### config.mk
export PLATFORM = sky130hd
export DESIGN_NAME = risc_controller
export DESIGN_NICKNAME = d
export VERILOG_FILES = /design/src/rtl/risc_controller_pkg.sv /design/src/rtl/risc_controller_op_decode.sv /design/src/rtl/risc_controller.sv
export SDC_FILE = /design/constraint.sdc
export NUM_CORES = 1
export LEC_CHECK = 0
export BUFFER_PORTS_ARGS = -buffer_cell sky130_fd_sc_hd__clkbuf_2
export CELL_PAD_IN_SITES_DETAIL_PLACEMENT = 2
export CELL_PAD_IN_SITES_GLOBAL_PLACEMENT = 2
export CORE_MARGIN = 5
export CORE_UTILIZATION = 21
export DETAILED_ROUTE_END_ITERATION = 12
export PLACE_DENSITY = 0.81
export SLEW_MARGIN = 30
export SYNTH_ARGS = -nofsm -noshare
export SYNTH_HDL_FRONTEND = slang
export SYNTH_SLANG_ARGS = --single-unit
### constraint.sdc
create_clock -name clk -period 1.4 [get_ports clk]
set_clock_uncertainty 0.05 [all_clocks]
set_input_delay 0.21 -clock clk [delete_from_list [all_inputs] [get_ports clk]]
set_output_delay 0.21 -clock clk [all_outputs]
set_load 0.005 [all_outputs]
### src/rtl/risc_controller_pkg.sv
// Shared RISC CPU definitions: opcode and phase encodings plus default field widths.
// Imported by the controller, its opcode decoder, the ALU and the testbench.
package risc_controller_pkg;

    localparam int DEF_OPCODE_WIDTH = 3;
    localparam int DEF_PHASE_WIDTH  = 3;

    typedef enum logic [2:0] {
        HLT = 3'd0,
        SKZ = 3'd1,
        ADD = 3'd2,
        AND = 3'd3,
        XOR = 3'd4,
        LDA = 3'd5,
        STO = 3'd6,
        JMP = 3'd7
    } opcode_e;

    typedef enum logic [2:0] {
        INST_ADDR  = 3'd0,
        INST_FETCH = 3'd1,
        INST_LOAD  = 3'd2,
        IDLE       = 3'd3,
        OP_ADDR    = 3'd4,
        OP_FETCH   = 3'd5,
        ALU_OP     = 3'd6,
        STORE      = 3'd7
    } phase_e;

endpackage

### src/rtl/risc_controller_op_decode.sv
// Combinational opcode classifier feeding the controller's output decode.
// Zero latency; no state, so no backpressure.
module risc_op_decode
    import risc_controller_pkg::*;
(
    input  logic [2:0] opcode,
    output logic       is_hlt,
    output logic       is_skz,
    output logic       is_jmp,
    output logic       is_sto,
    output logic       is_aluop
);

    always_comb begin
        is_hlt   = (opcode == HLT);
        is_skz   = (opcode == SKZ);
        is_jmp   = (opcode == JMP);
        is_sto   = (opcode == STO);
        is_aluop = (opcode == ADD) || (opcode == AND) ||
                   (opcode == XOR) || (opcode == LDA);
    end

endmodule

### src/rtl/risc_controller.sv
// 8-phase RISC instruction sequencer: registered phase + sticky halt, combinational strobe decode.
// Strobes are qualified by ena so a stall never repeats one; CTRL_SINGLE_STEP_EN adds a step gate on phase 0.
module risc_controller
    import risc_controller_pkg::*;
#(
    parameter int OPCODE_WIDTH = DEF_OPCODE_WIDTH,
    parameter int PHASE_WIDTH  = DEF_PHASE_WIDTH
) (
    input  logic                    clk,
    input  logic                    rst,
    input  logic                    ena,
    input  logic [OPCODE_WIDTH-1:0] opcode,
    input  logic                    zero,
`ifdef CTRL_SINGLE_STEP_EN
    input  logic                    step,
`endif
    output logic                    sel,
    output logic                    rd,
    output logic                    wr,
    output logic                    data_e,
    output logic                    ld_ir,
    output logic                    inc_pc,
    output logic                    ld_pc,
    output logic                    ld_ac,
    output logic                    halt,
    output logic [PHASE_WIDTH-1:0]  phase
);

    phase_e phase_q, phase_nxt;
    logic   halted_q, halted_nxt;
    logic   advance;
    logic   is_hlt, is_skz, is_jmp, is_sto, is_aluop;

    risc_op_decode u_op_decode (
        .opcode   (opcode),
        .is_hlt   (is_hlt),
        .is_skz   (is_skz),
        .is_jmp   (is_jmp),
        .is_sto   (is_sto),
        .is_aluop (is_aluop)
    );

`ifdef CTRL_SINGLE_STEP_EN
    assign advance = ena && ((phase_q != INST_ADDR) || step);
`else
    assign advance = ena;
`endif

    always_ff @(posedge clk) begin
        if (rst) begin
            phase_q  <= INST_ADDR;
            halted_q <= 1'b0;
        end else begin
            phase_q  <= phase_nxt;
            halted_q <= halted_nxt;
        end
    end

    always_comb begin
        phase_nxt  = phase_q;
        halted_nxt = halted_q;
        sel        = 1'b0;
        rd         = 1'b0;
        wr         = 1'b0;
        data_e     = 1'b0;
        ld_ir      = 1'b0;
        inc_pc     = 1'b0;
        ld_pc      = 1'b0;
        ld_ac      = 1'b0;
        halt       = 1'b0;

        // Reset overrides the decode so an aborted instruction emits nothing.
        if (rst) begin
            sel = 1'b1;
        end else if (halted_q) begin
            halt = 1'b1;
        end else begin
            if (advance) phase_nxt = phase_e'(phase_q + 3'd1);
            case (phase_q)
                INST_ADDR: sel = 1'b1;
                INST_FETCH: begin
                    sel = 1'b1;
                    rd  = 1'b1;
                end
                INST_LOAD, IDLE: begin
                    sel   = 1'b1;
                    rd    = 1'b1;
                    ld_ir = ena;
                end
                OP_ADDR: begin
                    inc_pc = ena;
                    halt   = is_hlt;
                    if (is_hlt && ena) halted_nxt = 1'b1;
                end
                OP_FETCH: rd = is_aluop;
                ALU_OP: begin
                    rd     = is_aluop;
                    inc_pc = is_skz && zero && ena;
                    ld_pc  = is_jmp && ena;
                    data_e = is_sto;
                end
                STORE: begin
                    rd     = is_aluop;
                    inc_pc = is_jmp && ena;
                    ld_pc  = is_jmp && ena;
                    ld_ac  = is_aluop && ena;
                    wr     = is_sto && ena;
                    data_e = is_sto;
                end
                default: ;
            endcase
        end
    end

    assign phase = rst ? INST_ADDR : phase_q;

endmodule
==> results of run 1 <==
==> power by group through the flow <==
stage	Clock, mW	Combinational (mW)	Sequential (mW)
4_1_cts	0.152	0.199	0.139
2_1_floorplan	0	0.0837	0.134
6_report	0.142	0.224	0.138
5_1_grt	0.156	0.245	0.139
3_5_place_dp	0	0.164	0.135
3_3_place_gp	0	0.155	0.134
==> worst max path at each step <==
stage | startpoint | end | slack (ns) | cells after the start
final | phase_q[0]$_SDFFE_PP0P_ | sel | -0.33 | 6
after global routing | phase_q[0]$_SDFFE_PP0P_ | inc_pc | -0.44 | 6
after CTS | phase_q[0]$_SDFFE_PP0P_ | sel | -0.30 | 6
after detailed placement | phase_q[0]$_SDFFE_PP0P_ | sel | -0.22 | 6
after global placement | phase_q[0]$_SDFFE_PP0P_ | sel | -0.20 | 6
after floorplan | phase_q[0]$_SDFFE_PP0P_ | rd | 0.02 | 4
==> timing repair <==
item / CTS / global route
setup buffers: 2 / 6
resized for setup: 25 / 6
endpoints found under the setup margin: 10 / 9
pin swaps: 2 / 5
hold buffers: 0 / 0
==> kinds of logic after synthesis <==
family / after synthesis / synth area share
XOR/XNOR: 2 / 0.03956
adder cells (fa/ha/maj): 6 / 0.1695
AND/OR/NAND/NOR: 25 / 0.2994
flip-flops: 4 / 0.1808
multiplexers: 1 / 0.02260
buffers and inverters: 6 / 0.05367
AO/OA/AOI/OAI: 14 / 0.2345
==> Yosys cell counts (all sizes together) <==
master  count
ha          6
nor3b       1
a21oi       2
a31oi       1
o21ai       2
nand4       1
nand3       2
o31a        1
a41oi       1
o21bai      1
nor2b       1
o21ba       1
nor3        2
dfxtp       4
xnor2       2
a21o        1
buf         1
inv         5
and4        1
a211oi      2
o21a        2
nand2       4
nor2       13
mux2i       1
==> layer usage <==
metal  wire length [microns]  vias to the layer above  track usage
li1                        -                      277            -
met1                     711                      279       0.1209
met5                       0                        -            0
met3                      72                        0      0.03016
met2                    1099                       16       0.2399
met4                       0                        0      0.04068
==> state kept, by name (all words and copies together), names as in the netlist <==
register  flops
halted_q      1
phase_q       3
==> layout make-up <==
type | count | area share
multi-input combinational | 48 | 0.5224
inverter | 5 | 0.02628
clock buffer | 3 | 0.02782
timing repair buffer | 34 | 0.2689
sequential | 4 | 0.1128
tap | 27 | 0.04173
==> stage by stage <==
step                      utilization  power (mW)
after global placement         0.3144      0.2889
after global routing           0.4085      0.5407
final                          0.4085      0.5037
after floorplan                     -      0.2181
after detailed placement       0.3144      0.2990
after CTS                      0.3801      0.4896
==> worst reg2reg max path: cells and delay by family (launching register included) <==
| kind | cells | cell delay (ns) |
|---|---|---|
| simple gates | 2 | 0.22 |
| flops | 1 | 0.35 |
| compound gates | 1 | 0.21 |
| buf+inv | 3 | 0.38 |
==> metrics.csv, run 1 <==
stage,metric,value,unit
status,run status,"finished, violations left",
placed_design,placed cell area,623.1,sq um
min_path,hold-critical path depth,3,
grt,GR Overflow Total,0,
power,sw frac,0.3338,
placed_design,hpwl dp,1366,microns
sta,Fmax achieved,578.2,MHz
clocking,htree depth,1,
placed_design,PortBufs,18,
detailed_routing,Post-Route WL,1883,microns
floorplan,core area,0.001982,sq mm
worst_setup_path,"Slowest-stage cell, CP",dfxtp_4,
sta,pins over their slew limit,0,
min_path,WHS Endpoint,halted_q$_SDFF_PP0_,
worst_setup_path,critical path endpoint category,output pin,
clocking,Worst-path clk slew,0.04,ns
power,peak supply drop,0.3875,mV
sta,endpoints failing setup,9,
final_layout,Fillers,233,
clocking,Clock Latency Late Sink,0.24,ns
worst_setup_path,Max stage delay on crit path,0.37,ns
sta,final worst slack,-0.3296,ns
min_path,min-delay src,ena,
worst_setup_path,Worst R2R End,halted_q$_SDFF_PP0_,
worst_setup_path,critical path class,register to output pin,
power,Sw Pwr,0.1681,mW
synthesis,Post-Syn Area,442.9,sq um
power,LEAKAGE,0.3613,nW
clocking,TritonCTS clock tree,built,
floorplan,Die ar.,0.003128,sq mm
power,Sequential Power Share,0.273,
synthesis,Mapped Cells,58,
placed_design,routability cong.,0.7245,
final_layout,diode count,0,
worst_setup_path,CP arrival,1.47,ns
synthesis,area share of the largest cell type after synthesis,0.1808,
sta,Tmin final,1.730,ns
grt,vias in the first global route,626,
job,Max-Cap Viols,0,
sta,setup TNS,-2.277,ns
synthesis,leading area contributor after synthesis,dfxtp_1,
grt,pin count of the biggest net entering global routing,10,
detailed_routing,DRT iter0 DRCs,2,
placed_design,pre-CTS setup slack,-0.2186,ns
power,Comb power frac,0.444,
worst_setup_path,"delay-heaviest family, CP",compound AO/OA/AOI/OAI gates,
synthesis,largest cells by area after synthesis,"dfxtp_1 18%, ha_1 17%, nor2_1 10%",
detailed_routing,Residual DRC,0,
worst_setup_path,cells along the critical path,inv_4 > ha_4 > o21ba_4 > a211oi_2 > o21bai_1 > clkbuf_2,
final_layout,Register Area,91.34,sq um
placed_design,Placed Cells,110,
worst_setup_path,R2R depth,6,
status,failing checks,negative setup slack,
grt,initial antenna violation count,0,
synthesis,Synth cell types,27,
final_layout,design area,809.5,sq um
grt,total track usage,0.1213,
worst_setup_path,Crit path required time,1.14,ns
floorplan,Rows,16,
floorplan,Die Ht,55.93,microns
clocking,clock sinks,4,
power,Pint,0.3356,mW
final_layout,layout cell share with drive strength beyond 1,0.6170,
final_layout,P&R area growth vs syn,82.77,%
floorplan,Die Span X,55.93,microns
sta,Tightest Pin Transition,0.2171,ns
synthesis,Syn Nets,71,
worst_setup_path,R2R setup slack,0.10,ns
sta,Fin. Hold Viols,0,
worst_setup_path,CP Launch Type,register,
clocking,CTS Buf Count,3,
synthesis,synth warn,0,
grt,first-pass GRT wire length,2987,microns
floorplan,Initial Utilization,0.2235,
final_layout,fin cells,121,
power,Clock power frac,0.283,
detailed_routing,post-route ant nets,0,
detailed_routing,drt via density,4.727,
final_layout,"commonest non-fill, non-tap cell in the layout",clkbuf_2,
detailed_routing,via count,572,
synthesis,Synth Area per Inst,7.637,sq um
sta,Max-slew headroom,0.8551,
worst_setup_path,CP Max Fanout,6,
worst_setup_path,critical register-to-register path startpoint,phase_q[2]$_SDFFE_PP0P_,
floorplan,io pins,19,
clocking,worst-case clock buffer depth,2,
detailed_routing,WL/cell,15.56,microns
clocking,Root Driver,clkbuf_4,
worst_setup_path,Worst Path Buf+Inv,2,
synthesis,number of synthesized register bits,4,
sta,Tcrit/Tclk final,1.235,
final_layout,most frequent cells in the layout,"15 x clkbuf_2, 14 x buf_4, 11 x nor2_1",
final_layout,area used by multi-input combinational logic,422.9,sq um
detailed_routing,1st-pass router iterations,2,
power,Pwr per Cell Area,622.2,mW/mm^2
sta,RSZ-0062 raised after global routing,true,
final_layout,fin nets,109,
min_path,HP Class,input pin to register,
synthesis,post-synthesis sequential area ratio,0.1808,
sta,hold slack final,0.3223,ns
No activity file was read; power rests on OpenSTA's default activity.
==> run 2: changes to the inputs <==
--- a/config.mk
+++ b/config.mk
@@ -12,6 +12,7 @@
 export CORE_UTILIZATION = 21
 export DETAILED_ROUTE_END_ITERATION = 12
 export PLACE_DENSITY = 0.81
+export SKIP_LAST_GASP = 1
 export SLEW_MARGIN = 30
 export SYNTH_ARGS = -nofsm -noshare
 export SYNTH_HDL_FRONTEND = slang
==> metrics.csv, run 2 (same netlist as run 1, synthesis figures left out) <==
stage,metric,value,unit,change
status,run status,"finished, violations left",,unchanged
status,failing checks,negative setup slack,,unchanged
worst_setup_path,worst setup path startpoint,phase_q[0]$_SDFFE_PP0P_,,unchanged
floorplan,Rows,16,,unchanged
final_layout,max reg flops,3,,unchanged
detailed_routing,via count,568,,was 572
worst_setup_path,Max stage delay on crit path,0.37,ns,about the same
detailed_routing,post-route ant nets,0,,unchanged
final_layout,fin nets,109,,unchanged
worst_setup_path,critical path endpoint category,output pin,,unchanged
detailed_routing,Residual DRC,0,,unchanged
worst_setup_path,R2R setup slack,0.10,ns,about the same
floorplan,Die ar.,0.003128,sq mm,unchanged
power,Pwr per Cell Area,623.8,mW/mm^2,was 622.2 mW/mm^2
sta,endpoints failing setup,9,,unchanged
detailed_routing,drt via density,4.694,,was 4.727
clocking,htree depth,1,,unchanged
worst_setup_path,"Slowest-stage cell, CP",dfxtp_4,,unchanged
worst_setup_path,cells along the critical path,inv_4 > ha_4 > o21ba_4 > a211oi_2 > o21bai_1 > clkbuf_2,,unchanged
placed_design,routability cong.,0.7245,,unchanged
sta,Max-slew headroom,0.8551,,unchanged
job,Max-Cap Viols,0,,unchanged
grt,vias in the first global route,626,,unchanged
final_layout,most frequent cells in the layout,"16 x clkbuf_2, 14 x buf_4, 12 x nor2_1",,"was 15 x clkbuf_2, 14 x buf_4, 11 x nor2_1"
worst_setup_path,Crit path required time,1.14,ns,about the same
final_layout,"Most flops, register",phase_q,,unchanged
worst_setup_path,Worst R2R End,halted_q$_SDFF_PP0_,,unchanged
worst_setup_path,CP arrival,1.47,ns,about the same
min_path,HP Class,input pin to register,,unchanged
worst_setup_path,critical path class,register to output pin,,unchanged
detailed_routing,Post-Route WL,1884,microns,was 1883 microns
final_layout,fin cells,121,,unchanged
grt,GR Overflow Total,0,,unchanged
sta,Tightest Pin Transition,0.2171,ns,unchanged
final_layout,utilization after layout,0.4047,,was 0.4085
final_layout,diode count,0,,unchanged
worst_setup_path,R2R depth,6,,unchanged
clocking,worst-case clock buffer depth,2,,unchanged
detailed_routing,DRT iter0 DRCs,2,,unchanged
clocking,TritonCTS clock tree,built,,unchanged
sta,Fmax achieved,578.1,MHz,was 578.2 MHz
final_layout,Fillers,235,,was 233
sta,Tcrit/Tclk final,1.236,,was 1.235
detailed_routing,WL/cell,15.57,microns,was 15.56 microns
clocking,Worst-path clk slew,0.04,ns,about the same
clocking,CTS Buf Count,3,,unchanged
power,peak supply drop,0.3875,mV,about the same
placed_design,PortBufs,18,,unchanged
clocking,# hold bufs at CTS,0,,unchanged
sta,pins over their slew limit,0,,unchanged
floorplan,Die Ht,55.93,microns,unchanged
worst_setup_path,CP Max Fanout,6,,unchanged
worst_setup_path,CP Launch Type,register,,unchanged
clocking,Root Driver,clkbuf_4,,unchanged
sta,Fin. Hold Viols,0,,unchanged
clocking,Clock Latency Late Sink,0.24,ns,about the same
worst_setup_path,critical register-to-register path startpoint,phase_q[2]$_SDFFE_PP0P_,,unchanged
worst_setup_path,Worst setup endpoint,sel,,unchanged
floorplan,Die Span X,55.93,microns,unchanged
final_layout,top flop regs,"phase_q x3, halted_q x1",,unchanged
grt,total track usage,0.1213,,unchanged
final_layout,layout cell share with drive strength beyond 1,0.6064,,was 0.6170
sta,final worst slack,-0.3297,ns,was -0.3296 ns
placed_design,hpwl dp,1366,microns,unchanged
sta,Tmin final,1.730,ns,about the same
final_layout,"commonest non-fill, non-tap cell in the layout",clkbuf_2,,unchanged
grt,first-pass GRT wire length,2987,microns,unchanged
power,LEAKAGE,0.3600,nW,was 0.3613 nW
final_layout,P&R area growth vs syn,81.07,%,was 82.77%
sta,setup TNS,-2.275,ns,was -2.277 ns
grt,pin count of the biggest net entering global routing,10,,unchanged
grt,initial antenna violation count,0,,unchanged
clocking,clock sinks,4,,unchanged
floorplan,core area,0.001982,sq mm,unchanged
detailed_routing,1st-pass router iterations,2,,unchanged
sta,RSZ-0062 raised after global routing,true,,unchanged
floorplan,io pins,19,,unchanged
floorplan,Initial Utilization,0.2235,,unchanged
placed_design,Placed Cells,110,,unchanged
[run 2: cell types whose count changed in the layout (fill, tap and decap cells not counted)]
| cell | change |
|---|---|
| buf_2 | -1 |
| clkbuf_2 | +1 |
| nor2_1 | +1 |
| nor2_4 | -1 |
[run 2: how the worst min path moves through the flow]
stage / start / to / slack (ns) / depth (start not counted)
after floorplan: ena / halted_q$_SDFF_PP0_ / 0.35 / 2
after global placement: phase_q[1]$_SDFFE_PP0P_ / phase_q[1]$_SDFFE_PP0P_ / 0.48 / 2
after detailed placement: phase_q[2]$_SDFFE_PP0P_ / phase_q[2]$_SDFFE_PP0P_ / 0.55 / 2
after CTS: rst / phase_q[0]$_SDFFE_PP0P_ / 0.30 / 3
after global routing: rst / phase_q[2]$_SDFFE_PP0P_ / 0.32 / 3
final: rst / phase_q[0]$_SDFFE_PP0P_ / 0.31 / 3
[run 2: report_power, final]
group	switching (mW)	internal, mW
logic	0.105	0.116
clock network	0.0466	0.0958
registers	0.0144	0.123
total	0.166	0.335
[run 2: final cells by class]
cell class	count	area, sq um	area share
Sequential cell	4	91.34	0.1139
Tap cell	27	33.78	0.04212
Inverter	5	21.27	0.02652
Timing Repair Buffer	34	217.7	0.2715
Multi-Input combinational cell	48	415.4	0.5179
Clock buffer	3	22.52	0.02808
[run 2: routing by layer]
metal | GRT usage | share of wire | vias up
li1 | - | - | 277
met1 | 0.1209 | 0.38 | 275
met2 | 0.2399 | 0.58 | 16
met3 | 0.03016 | 0.038 | 0
met4 | 0.04068 | 0 | 0
met5 | 0 | 0 | -
[run 2: what timing repair did]
action	in CTS	in global routing
cloned	0	0
endpoints found under the setup margin	10	9
setup buffers	2	6
resized for setup	25	3
pin swaps	2	4
[run 2: per-stage QoR]
stage / hold WS [ns] / power [mW] / setup slack [ns] / instance area [sq um]
detailed placement: 0.5484 / 0.2990 / -0.2186 / 623.1
global placement: 0.4830 / 0.2889 / -0.2017 / 623.1
floorplan: 0.3481 / 0.2181 / 0.01619 / 444.2
CTS: 0.3016 / 0.4896 / -0.3001 / 753.2
global route: 0.3229 / 0.5369 / -0.4357 / 802.0
finish: 0.3127 / 0.5003 / -0.3297 / 802.0
[run 2: worst max-delay path: cells and delay by family (launching register included)]
kind / cells / cell delay, ns
buf+inv: 2 / 0.17
flops: 1 / 0.37
fa+ha+maj: 1 / 0.18
compound gates: 3 / 0.51
==> run 3: changes to the inputs <==
--- a/config.mk
+++ b/config.mk
@@ -5,13 +5,14 @@
 export SDC_FILE = /design/constraint.sdc
 export NUM_CORES = 1
 export LEC_CHECK = 0
-export BUFFER_PORTS_ARGS = -buffer_cell sky130_fd_sc_hd__clkbuf_2
+export ABC_AREA = 1
 export CELL_PAD_IN_SITES_DETAIL_PLACEMENT = 2
 export CELL_PAD_IN_SITES_GLOBAL_PLACEMENT = 2
 export CORE_MARGIN = 5
-export CORE_UTILIZATION = 21
+export CORE_UTILIZATION = 25
 export DETAILED_ROUTE_END_ITERATION = 12
-export PLACE_DENSITY = 0.81
+export DONT_BUFFER_PORTS = 1
+export PLACE_DENSITY = 0.79
 export SKIP_LAST_GASP = 1
 export SLEW_MARGIN = 30
 export SYNTH_ARGS = -nofsm -noshare
==> metrics.csv, run 3 <==
stage,metric,value,unit,change
synthesis,leading area contributor after synthesis,dfxtp_1,,unchanged
final_layout,fin nets,107,,was 109
placed_design,hpwl dp,1294,microns,was 1366 microns
synthesis,Post-synth EDFFs,0,,unchanged
sta,Tcrit/Tclk final,1.111,,was 1.236
sta,Fmax achieved,642.7,MHz,was 578.1 MHz
worst_setup_path,critical path class,register to output pin,,unchanged
final_layout,max reg flops,3,,unchanged
final_layout,diode count,0,,unchanged
status,run status,"finished, violations left",,unchanged
synthesis,"top cells by count, synth","18 x nand2_1, 16 x nor2_1, 14 x inv_1, 6 x a21oi_1, 6 x ha_1",,"was 12 x nor2_1, 6 x ha_1, 5 x inv_1, 4 x dfxtp_1, 4 x nand2_1"
synthesis,Syn Nets,92,,was 71
min_path,HP Class,input pin to register,,unchanged
synthesis,synth warn,0,,unchanged
detailed_routing,Post-Route WL,1956,microns,was 1884 microns
synthesis,Post-synth ARST share,0,,unchanged
clocking,worst-case clock buffer depth,2,,unchanged
placed_design,Placed Cells,108,,was 110
min_path,hold-critical path depth,3,,unchanged
job,Max-Cap Viols,0,,unchanged
worst_setup_path,R2R depth,9,,was 6
detailed_routing,via count,555,,was 568
detailed_routing,1st-pass router iterations,2,,unchanged
floorplan,core area,0.001745,sq mm,was 0.001982 sq mm
min_path,WHS Endpoint,phase_q[0]$_SDFFE_PP0P_,,unchanged
worst_setup_path,Crit path required time,1.14,ns,about the same
placed_design,PortBufs,0,,was 18
synthesis,post-synthesis sequential area ratio,0.1739,,was 0.1808
synthesis,area share of the largest cell type after synthesis,0.1739,,was 0.1808
sta,Max-slew headroom,0.8066,,was 0.8551
synthesis,"Primary FF master, synth",dfxtp_1,,unchanged
final_layout,P&R area growth vs syn,70.92,%,was 81.07%
floorplan,Die ar.,0.002800,sq mm,was 0.003128 sq mm
floorplan,Die Ht,52.92,microns,was 55.93 microns
grt,vias in the first global route,643,,was 626
grt,pin count of the biggest net entering global routing,8,,was 10
min_path,min-delay src,rst,,unchanged
grt,GR Overflow Total,0,,unchanged
final_layout,top flop regs,"phase_q x3, halted_q x1",,unchanged
detailed_routing,DRT iter0 DRCs,2,,unchanged
clocking,Worst-path clk slew,0.04,ns,about the same
final_layout,"Most flops, register",phase_q,,unchanged
synthesis,Post-Syn Area,460.4,sq um,was 442.9 sq um
sta,RSZ-0062 raised after global routing,true,,unchanged
grt,total track usage,0.1600,,was 0.1213
sta,hold slack final,0.1075,ns,was 0.3127 ns
final_layout,Register Area,91.34,sq um,unchanged
sta,pins over their slew limit,0,,unchanged
synthesis,Mapped Cells,79,,was 58
floorplan,Rows,15,,was 16
worst_setup_path,critical path endpoint category,output pin,,unchanged
power,Pwr per Cell Area,629.4,mW/mm^2,was 623.8 mW/mm^2
worst_setup_path,critical register-to-register path startpoint,phase_q[0]$_SDFFE_PP0P_,,was phase_q[2]$_SDFFE_PP0P_
floorplan,Die Span X,52.92,microns,was 55.93 microns
worst_setup_path,R2R setup slack,0.06,ns,was 0.10 ns
clocking,TritonCTS clock tree,built,,unchanged
final_layout,layout cell share with drive strength beyond 1,0.5652,,was 0.6064
final_layout,Fillers,204,,was 235
worst_setup_path,CP Launch Type,register,,unchanged
synthesis,Synth cell types,17,,was 27
status,failing checks,negative setup slack,,unchanged
power,Final Power,0.4953,mW,was 0.5003 mW
worst_setup_path,CP arrival,1.30,ns,was 1.47 ns
synthesis,dominant cell by count in the synthesized netlist,nand2_1,,was nor2_1
final_layout,most frequent cells in the layout,"13 x nor2_1, 11 x nand2_1, 7 x inv_1, 7 x inv_2, 6 x buf_4",,"was 16 x clkbuf_2, 14 x buf_4, 12 x nor2_1"
worst_setup_path,CP Max Fanout,4,,was 6
clocking,htree depth,1,,unchanged
detailed_routing,drt via density,4.744,,was 4.694
synthesis,number of synthesized register bits,4,,unchanged
sta,Tmin final,1.556,ns,was 1.730 ns
final_layout,area used by multi-input combinational logic,485.5,sq um,was 415.4 sq um
final_layout,"commonest non-fill, non-tap cell in the layout",nor2_1,,was clkbuf_2
sta,final worst slack,-0.1560,ns,was -0.3297 ns
clocking,Root Driver,clkbuf_4,,unchanged
clocking,CTS Buf Count,3,,unchanged
sta,Tightest Pin Transition,0.2890,ns,was 0.2171 ns
worst_setup_path,Worst R2R End,halted_q$_SDFF_PP0_,,unchanged
synthesis,Synth Area per Inst,5.828,sq um,was 7.637 sq um
grt,first-pass GRT wire length,3146,microns,was 2987 microns
grt,initial antenna violation count,0,,unchanged
sta,endpoints failing setup,9,,unchanged
sta,Fin. Hold Viols,0,,unchanged
synthesis,largest cells by area after synthesis,"dfxtp_1 17%, ha_1 16%, nand2_1 15%",,"was dfxtp_1 18%, ha_1 17%, nor2_1 10%"
clocking,clock sinks,4,,unchanged
floorplan,Initial Utilization,0.2638,,was 0.2235
detailed_routing,Residual DRC,0,,unchanged
placed_design,routability cong.,0.7250,,was 0.7245
floorplan,io pins,19,,unchanged
clocking,Clock Latency Late Sink,0.24,ns,about the same
detailed_routing,post-route ant nets,0,,unchanged
final_layout,fin cells,117,,was 121
power,peak supply drop,0.4526,mV,was 0.3875 mV
detailed_routing,WL/cell,16.72,microns,was 15.57 microns
power,LEAKAGE,0.3585,nW,was 0.3600 nW
-- run 3: per-stage QoR --
step | util | setup slack [ns] | cell area, sq um | TNS, ns
after global routing | 0.4509 | -0.2161 | 787.0 | -1.588
final | 0.4509 | -0.1560 | 787.0 | -1.003
after CTS | 0.4108 | -0.1846 | 716.9 | -1.156
after floorplan | - | 0.1016 | 460.4 | 0
after global placement | 0.2989 | -0.02543 | 521.8 | -0.02543
after detailed placement | 0.2989 | -0.1449 | 521.8 | -0.1954
-- run 3: area by class of cell --
cell class                 instances  area share
multi-input combinational         59      0.6169
sequential                         4      0.1161
timing repair buffer              10      0.1129
inverter                          16     0.08585
tap                               25     0.03975
clock buffer                       3     0.02862
-- run 3: layer usage --
layer | vias to the layer above | share of wire | global-route usage
met5 | - | 0 | 0
met4 | 0 | 0.016 | 0.06383
met3 | 3 | 0.053 | 0.01972
met2 | 18 | 0.55 | 0.3079
met1 | 263 | 0.38 | 0.1728
li1 | 271 | - | -
-- run 3: worst max path at each step --
stage | start | end | slack [ns] | depth (start not counted)
after global placement | phase_q[0]$_SDFFE_PP0P_ | ld_pc | -0.03 | 6
after CTS | phase_q[1]$_SDFFE_PP0P_ | ld_pc | -0.18 | 6
final | phase_q[0]$_SDFFE_PP0P_ | inc_pc | -0.16 | 6
after floorplan | phase_q[0]$_SDFFE_PP0P_ | ld_pc | 0.10 | 6
after global routing | phase_q[0]$_SDFFE_PP0P_ | inc_pc | -0.22 | 8
after detailed placement | phase_q[0]$_SDFFE_PP0P_ | ld_pc | -0.14 | 6
-- run 3: cell families after synthesis --
| kind of cell | synth area share |
|---|---|
| flops | 0.1739 |
| fa+ha+maj | 0.1630 |
| buf+inv | 0.1304 |
| compound gates | 0.1440 |
| simple gates | 0.3886 |
-- run 3: where the power goes --
| group | leakage, nW | switching (mW) | internal, mW |
|---|---|---|---|
| registers | 0.0348 | 0.0176 | 0.124 |
| logic | 0.310 | 0.116 | 0.0899 |
| clock network | 0.0138 | 0.0520 | 0.0962 |
-- run 3: critical path: stages, from the launching register on --
cell and delay, ns:
dfxtp_4 0.39, ha_4 0.16, ha_4 0.14, inv_2 0.04, nand2_2 0.10, o21ai_1 0.07
nor2_1 0.15
-- run 3: repair_timing --
item / CTS / global route
pin swaps: 13 / 13
buffers inserted: 4 / 4
endpoints found under the setup margin: 9 / 11
hold endpoints to repair: 1 / 0
hold buffers: 1 / 0
gates resized for setup: 41 / 18
